`config.mk`:
```
export PLATFORM = sky130hd
export DESIGN_NAME = base_aburp_pipe
export DESIGN_NICKNAME = d
export VERILOG_FILES = /design/src/rtl/base_aburp_pipe.sv
export SDC_FILE = /design/constraint.sdc
export NUM_CORES = 1
export LEC_CHECK = 0
export ABC_AREA = 1
export ABC_CLOCK_PERIOD_IN_PS = 2650
export BUFFER_PORTS_ARGS = -buffer_cell sky130_fd_sc_hd__clkbuf_2
export CORE_AREA = 2 2 39 41
export DETAILED_ROUTE_END_ITERATION = 12
export DIE_AREA = 0 0 41 43
export PLACE_DENSITY_LB_ADDON = 0.15
export SLEW_MARGIN = 0
export SYNTH_ARGS = -nofsm -noshare
export SYNTH_HDL_FRONTEND = slang
export SYNTH_SLANG_ARGS = --single-unit
```
`constraint.sdc`:
```
create_clock -name clk -period 2.65 [get_ports clk]
set_input_delay 0.265 -clock clk [delete_from_list [all_inputs] [get_ports clk]]
set_output_delay 0.265 -clock clk [all_outputs]
set_load 0.02 [all_outputs]
```
`src/rtl/base_aburp_pipe.sv`:
```
// rtl/base_aburp_pipe.sv - elastic valid/ready pipeline with a registered-ready skid entry stage
//
// Purpose:
//   Multi-stage valid/ready pipeline. A skid (burp) entry register drives
//   i_r from a flop, which breaks the backward ready path. It is followed by
//   `stages` output register stages, which break the forward valid/data path.
//   Full throughput, order preserved.
//
// Parameters:
//   width      payload bits
//   del_width  extra sideband bits, carried exactly like payload
//   stages     output register stages after the skid (1..8)
//
// Ports:
//   clk    in   clock
//   reset  in   asynchronous reset, active high
//   flush  in   synchronous flush, active high (only with BASE_ABURP_PIPE_FLUSH_EN)
//   i_v    in   input valid
//   i_d    in   input data, width+del_width bits
//   i_r    out  input ready, straight from a flop
//   o_v    out  output valid, straight from the last stage flop
//   o_d    out  output data, straight from the last stage flop
//   o_r    in   output ready
//   occ    out  entries held (skid + stages), 0..stages+1
//
// Configuration:
//   BASE_ABURP_PIPE_FLUSH_EN  adds the 'flush' input
module base_aburp_pipe #(
  parameter int width     = 1,
  parameter int del_width = 0,
  parameter int stages    = 2
) (
  input  logic                            clk,
  input  logic                            reset,
`ifdef BASE_ABURP_PIPE_FLUSH_EN
  input  logic                            flush,
`endif
  input  logic                            i_v,
  input  logic [width+del_width-1:0]      i_d,
  output logic                            i_r,
  output logic                            o_v,
  output logic [width+del_width-1:0]      o_d,
  input  logic                            o_r,
  output logic [$clog2(stages+2)-1:0]     occ
);

  localparam int DW = width + del_width;
  localparam int OW = $clog2(stages + 2);

  if (stages < 1 || stages > 8) begin : g_bad_stages
    $error("base_aburp_pipe: stages must be in 1..8");
  end

  logic                      skid_v_q, skid_v_d;
  logic [DW-1:0]             skid_d_q, skid_d_d;
  logic [stages-1:0]         stage_v_q, stage_v_d;
  logic [stages-1:0][DW-1:0] stage_d_q, stage_d_d;
  logic                      i_r_q, i_r_d;
  logic [OW-1:0]             occ_q, occ_d;

  logic [stages-1:0]         load;
  logic                      in_xfer;
  logic                      out_xfer;
  logic                      flush_now;

`ifdef BASE_ABURP_PIPE_FLUSH_EN
  assign flush_now = flush;
`else
  assign flush_now = 1'b0;
`endif

  // Stage k can take a new value when it is empty or its content moves on.
  // This ready chain runs combinationally from o_r back to stage 0 and stops
  // there; the skid turns it into the registered i_r.
  always_comb begin
    logic nxt;
    load     = '0;
    nxt      = o_r;
    for (int k = stages - 1; k >= 0; k--) begin
      load[k] = ~stage_v_q[k] | nxt;
      nxt     = load[k];
    end
    in_xfer  = i_v & i_r_q;
    out_xfer = stage_v_q[stages-1] & o_r;
  end

  always_comb begin
    logic          src_v;
    logic [DW-1:0] src_d;

    stage_v_d = stage_v_q;
    stage_d_d = stage_d_q;
    skid_v_d  = skid_v_q;
    skid_d_d  = skid_d_q;
    occ_d     = occ_q;

    // A held skid beat always goes ahead of new input.
    if (skid_v_q) begin
      src_v = 1'b1;
      src_d = skid_d_q;
    end else begin
      src_v = in_xfer;
      src_d = i_d;
    end

    // Data only updates with a valid source, so o_d stays put otherwise.
    if (load[0]) begin
      stage_v_d[0] = src_v;
      if (src_v) stage_d_d[0] = src_d;
    end
    for (int k = 1; k < stages; k++) begin
      if (load[k]) begin
        stage_v_d[k] = stage_v_q[k-1];
        if (stage_v_q[k-1]) stage_d_d[k] = stage_d_q[k-1];
      end
    end

    if (skid_v_q) begin
      if (load[0]) skid_v_d = 1'b0;
    end else if (in_xfer && !load[0]) begin
      skid_v_d = 1'b1;
      skid_d_d = i_d;
    end

    if (in_xfer && !out_xfer) begin
      occ_d = occ_q + OW'(1);
    end else if (!in_xfer && out_xfer) begin
      occ_d = occ_q - OW'(1);
    end

    if (flush_now) begin
      stage_v_d = '0;
      skid_v_d  = 1'b0;
      occ_d     = '0;
    end

    i_r_d = ~skid_v_d;
  end

  always_ff @(posedge clk or posedge reset) begin
    if (reset) begin
      skid_v_q  <= 1'b0;
      skid_d_q  <= '0;
      stage_v_q <= '0;
      stage_d_q <= '0;
      i_r_q     <= 1'b1;
      occ_q     <= '0;
    end else begin
      skid_v_q  <= skid_v_d;
      skid_d_q  <= skid_d_d;
      stage_v_q <= stage_v_d;
      stage_d_q <= stage_d_d;
      i_r_q     <= i_r_d;
      occ_q     <= occ_d;
    end
  end

  assign i_r = i_r_q;
  assign o_v = stage_v_q[stages-1];
  assign o_d = stage_d_q[stages-1];
  assign occ = occ_q;

endmodule

```
==> impl_metrics.py, run 1 <==
metrics = {
    "outcome": {
        "status": "completed",
    },
    "final_layout": {
        "syn_to_final_growth_pct": 23.8,
        "drive_gt1_share_pct": 31.3,
        "final_area_um2": 528,
        "layout_commonest_cell": "nand2_1",
        "final_cell_mix": "nand2_1 (21), clkbuf_2 (9), dfrtp_1 (8)",
        "nNetsFinal": 74,
        "antennaDiodeCount": 0,
    },
    "placed_design": {
        "dp_hpwl_um": 599,
        "placed_area_um2": 492,
        "port_buffers": 9,
        "place_congestion": 0.735,
    },
    "setup_path": {
        "path_cells": "nand2_1 -> inv_1 -> ha_1 -> inv_1 -> nand3_1 -> nand2_1 -> nand2_1",
        "rrSetupSlack_ps": 1360,
        "cp-start-kind": "flip-flop",
        "crit_top_cell": "nand2_1",
        "worstPathArrival_ps": 1440,
        "rr_worst_depth": 7,
        "r2r_end": "occ[1]",
        "endpoint_kind": "flip-flop",
        "cp.required_ps": 2800,
        "worstReg2RegStart": "i_r",
        "crit_slowest_cell": "dfstp_2",
        "cpPeakStageDelay_ps": 530,
        "critPathMaxFanout": 3,
        "worstSetupPathType": "reg2reg",
    },
    "hold_path": {
        "whs_path_depth": 3,
        "min_to": "skid_d_q",
        "hold_path_class": "in2reg",
        "worstHoldStart": "i_d",
    },
    "clock_network": {
        "cts_htree_levels": 1,
        "cts_made_buffers": 3,
        "ctsResizeCount": 0,
        "ctsRootBufferMaster": "clkbuf_4",
        "insertion_delay_ps": 260,
        "path_clk_slew_ps": 60,
        "tritoncts": "built",
        "cts_sinks": 9,
        "clockBufferDepth": 2,
    },
    "power_and_ir_drop": {
        "p_seq_share_pct": 44.7,
        "switching_share_pct": 37.2,
        "totalPowerFinal_w": 0.000470,
        "cellLeakagePower_nw": 0.305,
        "power_density_nw_per_um2": 890,
        "ir_worst_vdd_uv": 287,
        "power.share.clock_pct": 22.7,
        "power_switching_w": 0.000175,
        "power_frac_comb_pct": 32.6,
        "intPower_w": 0.000295,
    },
    "floorplanning": {
        "io_pins": 10,
        "die_x_um": 41,
        "die_h_um": 43,
        "dieArea_um2": 1760,
        "fp-row-count": 14,
        "core_um2": 1380,
        "initial_core_util_pct": 30.8,
    },
    "detailed_routing": {
        "ant_nets": 0,
        "drc_errors": 0,
        "wirelength_um": 785,
        "vias": 358,
        "post_drt_wl_per_cell_um": 9.46,
        "drtPass1Iterations": 2,
        "via_per_inst": 4.31,
        "drt_iter0_markers": 6,
    },
    "sta": {
        "rsz0062_at_grt": "false",
        "finClkSkew_ps": 5.39,
        "worst_pin_slew_ps": 345,
        "fmax_mhz": 775,
        "max_slew_margin_pct": 77.0,
        "hold_viol": 0,
        "finalSetupViolCount": 0,
        "finalCritPeriodShare_pct": 48.7,
        "finalMaxSlewViolations": 0,
        "min_period_ps": 1290,
        "setup_tns_ps": 0,
        "whs_ps": 267,
    },
    "logic_synthesis": {
        "synthCells": 53,
        "synth-seq-cells": 9,
        "yosysSeqAreaShare_pct": 53.1,
        "syn_avg_cell_area_um2": 8.05,
        "yosys.area.top_type_share_pct": 46.9,
        "synthTopCellsByArea": "dfrtp_1 (47%), nand2_1 (18%), dfstp_2 (6.2%)",
        "synthDistinctLibCells": 13,
        "synth-warning-count": 0,
        "synth_top_area_cell": "dfrtp_1",
        "syn_nets": 59,
        "synthesis.area_um2": 427,
    },
    "global_route": {
        "grt_pass1_vias": 314,
        "antenna_found_initial": 0,
        "grt_use_total_pct": 11.6,
        "grt_pass1_wl_um": 1240,
        "grt_max_degree": 10,
        "grt_overflow": 0,
    },
    "run": {
        "drv_cap": 0,
    },
}
[Yosys cell counts]
| cell type | n |
|---|---|
| dfrtp_1 | 8 |
| dfstp_2 | 1 |
| ha_1 | 1 |
| inv_1 | 7 |
| inv_2 | 4 |
| nand2_1 | 21 |
| nand2_2 | 1 |
| nand3_1 | 4 |
| nand3_2 | 1 |
| nand4_1 | 1 |
| nor2_1 | 1 |
| nor2_2 | 2 |
| xnor2_1 | 1 |
[how the worst max path moves through the flow]
stage / endpoint / startpoint / depth (start not counted) / slack, ps
after detailed placement: occ[1] / i_r / 7 / 1360
after global placement: occ[1] / i_r / 7 / 1380
final: occ[1] / i_r / 7 / 1360
after CTS: occ[1] / i_r / 7 / 1340
after global routing: occ[1] / i_r / 7 / 1270
after floorplan: occ[1] / i_r / 7 / 1350
[power by group through the flow]
stage | clock [W] | sequential [W] | combinational (W)
final | 0.000106 | 0.000210 | 0.000153
after detailed placement | 0 | 0.000214 | 0.000154
after global placement | 0 | 0.000212 | 0.000152
after floorplan | 0 | 0.000242 | 0.0000787
after CTS | 0.000110 | 0.000211 | 0.000156
after global routing | 0.000121 | 0.000218 | 0.000174
[metrics by stage]
stage	util [%]	std cells	worst slack, ps
floorplan	-	53	1350
global placement	35.5	78	1380
detailed placement	35.5	78	1360
CTS	38.2	83	1340
global route	38.2	83	1270
finish	38.2	83	1360
[per-layer routing]
layer | share of wire (%) | global-route usage (%) | vias to the layer above
li1 | - | - | 185
met1 | 43 | 11.6 | 164
met2 | 51 | 17.2 | 7
met3 | 4.8 | 4.71 | 2
met4 | 1.5 | 10.0 | 0
met5 | 0 | 0 | -
[state kept, by name, indices dropped and copies added (netlist names)]
register / flops
i_r: 1
o_d: 1
occ: 2
skid_d_q: 1
skid_v_q: 1
stage_d_q: 1
stage_v_q: 2
[layout make-up]
| type | count | area (um^2) |
|---|---|---|
| fillers | 154 | 856 |
| flip-flops and latches | 9 | 226 |
| multi-input cells | 33 | 159 |
| repair buffers | 10 | 55.1 |
| inverters | 11 | 41.3 |
| clock buffers | 4 | 26.3 |
| well taps | 16 | 20.0 |
[cells by family after synthesis]
logic type / count (synthesis) / share of synthesized area [%]
and+or+nand+nor: 31 / 32.3
buffers and inverters: 11 / 9.68
DFF: 9 / 53.1
xor gates and xnor gates: 1 / 2.05
adders and majority gates: 1 / 2.93
[worst max-delay path, delay by kind of cell, from the launching register on]
family / cells / cell delay, ps
DFF: 1 / 530
adders and majority gates: 1 / 240
and+or+nand+nor: 4 / 270
buffers and inverters: 2 / 150
[repair_timing]
action,in CTS,in global routing
endpoints found under the hold margin,8,0
buffers inserted,0,0
hold buffers,1,0
(Power assumes the default switching activity.)
==> run 2, diff against run 1 <==
--- a/config.mk
+++ b/config.mk
@@ -6,7 +6,7 @@
 export NUM_CORES = 1
 export LEC_CHECK = 0
 export ABC_AREA = 1
-export ABC_CLOCK_PERIOD_IN_PS = 2650
+export ABC_CLOCK_PERIOD_IN_PS = 1300
 export BUFFER_PORTS_ARGS = -buffer_cell sky130_fd_sc_hd__clkbuf_2
 export CORE_AREA = 2 2 39 41
 export DETAILED_ROUTE_END_ITERATION = 12
==> constraint.sdc (replaced) <==
create_clock -name clk -period 1.3 [get_ports clk]
set_input_delay 0.13 -clock clk [delete_from_list [all_inputs] [get_ports clk]]
set_output_delay 0.13 -clock clk [all_outputs]
set_load 0.02 [all_outputs]
==> run 2 against run 1 <==
Combinational power grew 110%. Die area unchanged. Fmax increased by 5.9%. Cell count increased by 1.2%. Cell area up 3.8%. Routed wire length fell by 2.7%. Non-clock buffer count increased by 1. Worst setup slack got worse by 1300 ps. Register-to-register slack worse by 1300 ps. Critical path depth unchanged. Power increased by 110%.
==> impl_metrics.py, run 2 (same netlist as run 1, synthesis figures left out) <==
metrics = {
    "detailed_routing": {
        "ant_nets": 0,
        "drt_iter0_markers": 2,
        "vias": 364,
        "drtPass1Iterations": 3,
        "post_drt_wl_per_cell_um": 9.10,
        "via_per_inst": 4.33,
        "drc_errors": 0,
        "wirelength_um": 764,
    },
    "clock_network": {
        "ctsRootBufferMaster": "clkbuf_4",
        "clockBufferDepth": 2,
        "insertion_delay_ps": 260,
        "cts_htree_levels": 1,
        "path_clk_slew_ps": 60,
        "cts_sinks": 9,
        "cts_setup_buffers": 0,
        "cts_made_buffers": 3,
        "tritoncts": "built",
    },
    "power_and_ir_drop": {
        "power_frac_comb_pct": 33.6,
        "cellLeakagePower_nw": 0.307,
        "power.share.clock_pct": 22.3,
        "power_density_nw_per_um2": 1780,
        "switching_share_pct": 37.2,
        "intPower_w": 0.000612,
        "ir_worst_vdd_uv": 456,
        "power_switching_w": 0.000363,
        "p_seq_share_pct": 44.0,
        "totalPowerFinal_w": 0.000974,
    },
    "global_route": {
        "grt_use_total_pct": 12.2,
        "grt_max_degree": 10,
        "antenna_found_initial": 0,
        "grt_overflow": 0,
        "grt_pass1_vias": 364,
        "grt_pass1_wl_um": 1380,
    },
    "setup_path": {
        "worst-path-buf-inv": 2,
        "crit_slowest_cell": "dfstp_2",
        "endpoint_kind": "flip-flop",
        "path_cells": "nand2_1 -> inv_2 -> ha_4 -> inv_2 -> nand3_1 -> nand2_1 -> nand2_1",
        "cp-start-kind": "flip-flop",
        "crit_family": "flip-flops",
        "worstPathArrival_ps": 1370,
        "worstSetupPathType": "reg2reg",
        "cpPeakStageDelay_ps": 520,
        "crit_top_cell": "nand2_1",
        "critPathMaxFanout": 2,
        "cp.required_ps": 1450,
    },
    "sta": {
        "rsz0062_at_grt": "false",
        "finalMaxSlewViolations": 0,
        "finalSetupViolCount": 0,
        "finClkSkew_ps": 3.11,
        "max_slew_margin_pct": 75.7,
        "finalCritPeriodShare_pct": 93.7,
        "setup_tns_ps": 0,
        "whs_ps": 123,
        "hold_viol": 0,
        "worst_pin_slew_ps": 365,
        "fmax_mhz": 821,
        "min_period_ps": 1220,
    },
    "floorplanning": {
        "dieArea_um2": 1760,
        "fp-row-count": 14,
        "initial_core_util_pct": 30.8,
        "core_um2": 1380,
        "io_pins": 10,
        "die_h_um": 43,
        "die_x_um": 41,
    },
    "final_layout": {
        "drive_gt1_share_pct": 36.8,
        "layout_commonest_cell": "nand2_1",
        "syn_to_final_growth_pct": 28.4,
        "nNetsFinal": 75,
        "final_cell_mix": "nand2_1 (21), clkbuf_2 (9), dfrtp_1 (8)",
        "final_area_um2": 548,
        "fillers": 158,
        "antennaDiodeCount": 0,
    },
    "placed_design": {
        "placed_area_um2": 499,
        "place_congestion": 0.701,
        "port_buffers": 9,
        "dp_hpwl_um": 601,
    },
    "run": {
        "drv_cap": 0,
    },
    "hold_path": {
        "hold_path_class": "in2reg",
    },
    "outcome": {
        "status": "completed",
    },
}
## run 2: layout make-up
class                   instances  area [um^2]  area share (%)
clock buffers                   4         26.3            4.79
inverters                      11         41.3            7.53
multi-input cells              33          171            31.3
flip-flops and latches          9          226            41.3
well taps                      16         20.0            3.65
repair buffers                 11         62.6            11.4
## run 2: what timing repair did
action                                  in CTS  in global routing
endpoints found under the setup margin       0                  1
gates resized for setup                      0                  3
endpoints found under the hold margin        8                  0
hold buffers                                 1                  0
## run 2: power groups by stage
stage | clock network, W | logic, W | registers (W)
after floorplan | 0 | 0.000160 | 0.000492
after global placement | 0 | 0.000312 | 0.000436
after detailed placement | 0 | 0.000318 | 0.000437
after CTS | 0.000226 | 0.000323 | 0.000433
after global routing | 0.000242 | 0.000384 | 0.000447
final | 0.000218 | 0.000327 | 0.000429
## run 2: metal layers
| layer | track usage [%] | part of all wire, % |
|---|---|---|
| met4 | 12.0 | 2.7 |
| met1 | 14.2 | 45 |
| met3 | 3.14 | 4.6 |
| met5 | 0 | 0 |
| met2 | 16.9 | 48 |
## run 2: per-stage QoR
| stage | setup WS [ps] | instances | utilization (%) |
|---|---|---|---|
| 2_1_floorplan | 0.189 | 53 | - |
| 3_3_place_gp | 68.0 | 79 | 36.1 |
| 3_5_place_dp | 19.2 | 79 | 36.1 |
| 4_1_cts | 11.1 | 84 | 38.7 |
| 5_1_grt | 0.333 | 84 | 39.6 |
| 6_report | 82.1 | 84 | 39.6 |
## run 2: worst min-delay path, stage by stage
cell and delay [ps]:
clkbuf_2 90, nand3_1 70, nand2_1 50
## run 2: worst paths after layout
path / slack, ps / depth (start not counted) / endpoint / startpoint
max: 80 / 7 / occ[1] / i_r
min: 120 / 3 / skid_d_q / i_d
max reg2reg: 80 / 7 / occ[1] / i_r
min reg2reg: 480 / 2 / skid_d_q / skid_d_q
max in group asynchronous: 630 / 3 / i_r / reset
min in group asynchronous: 370 / 3 / stage_v_q[0] / reset
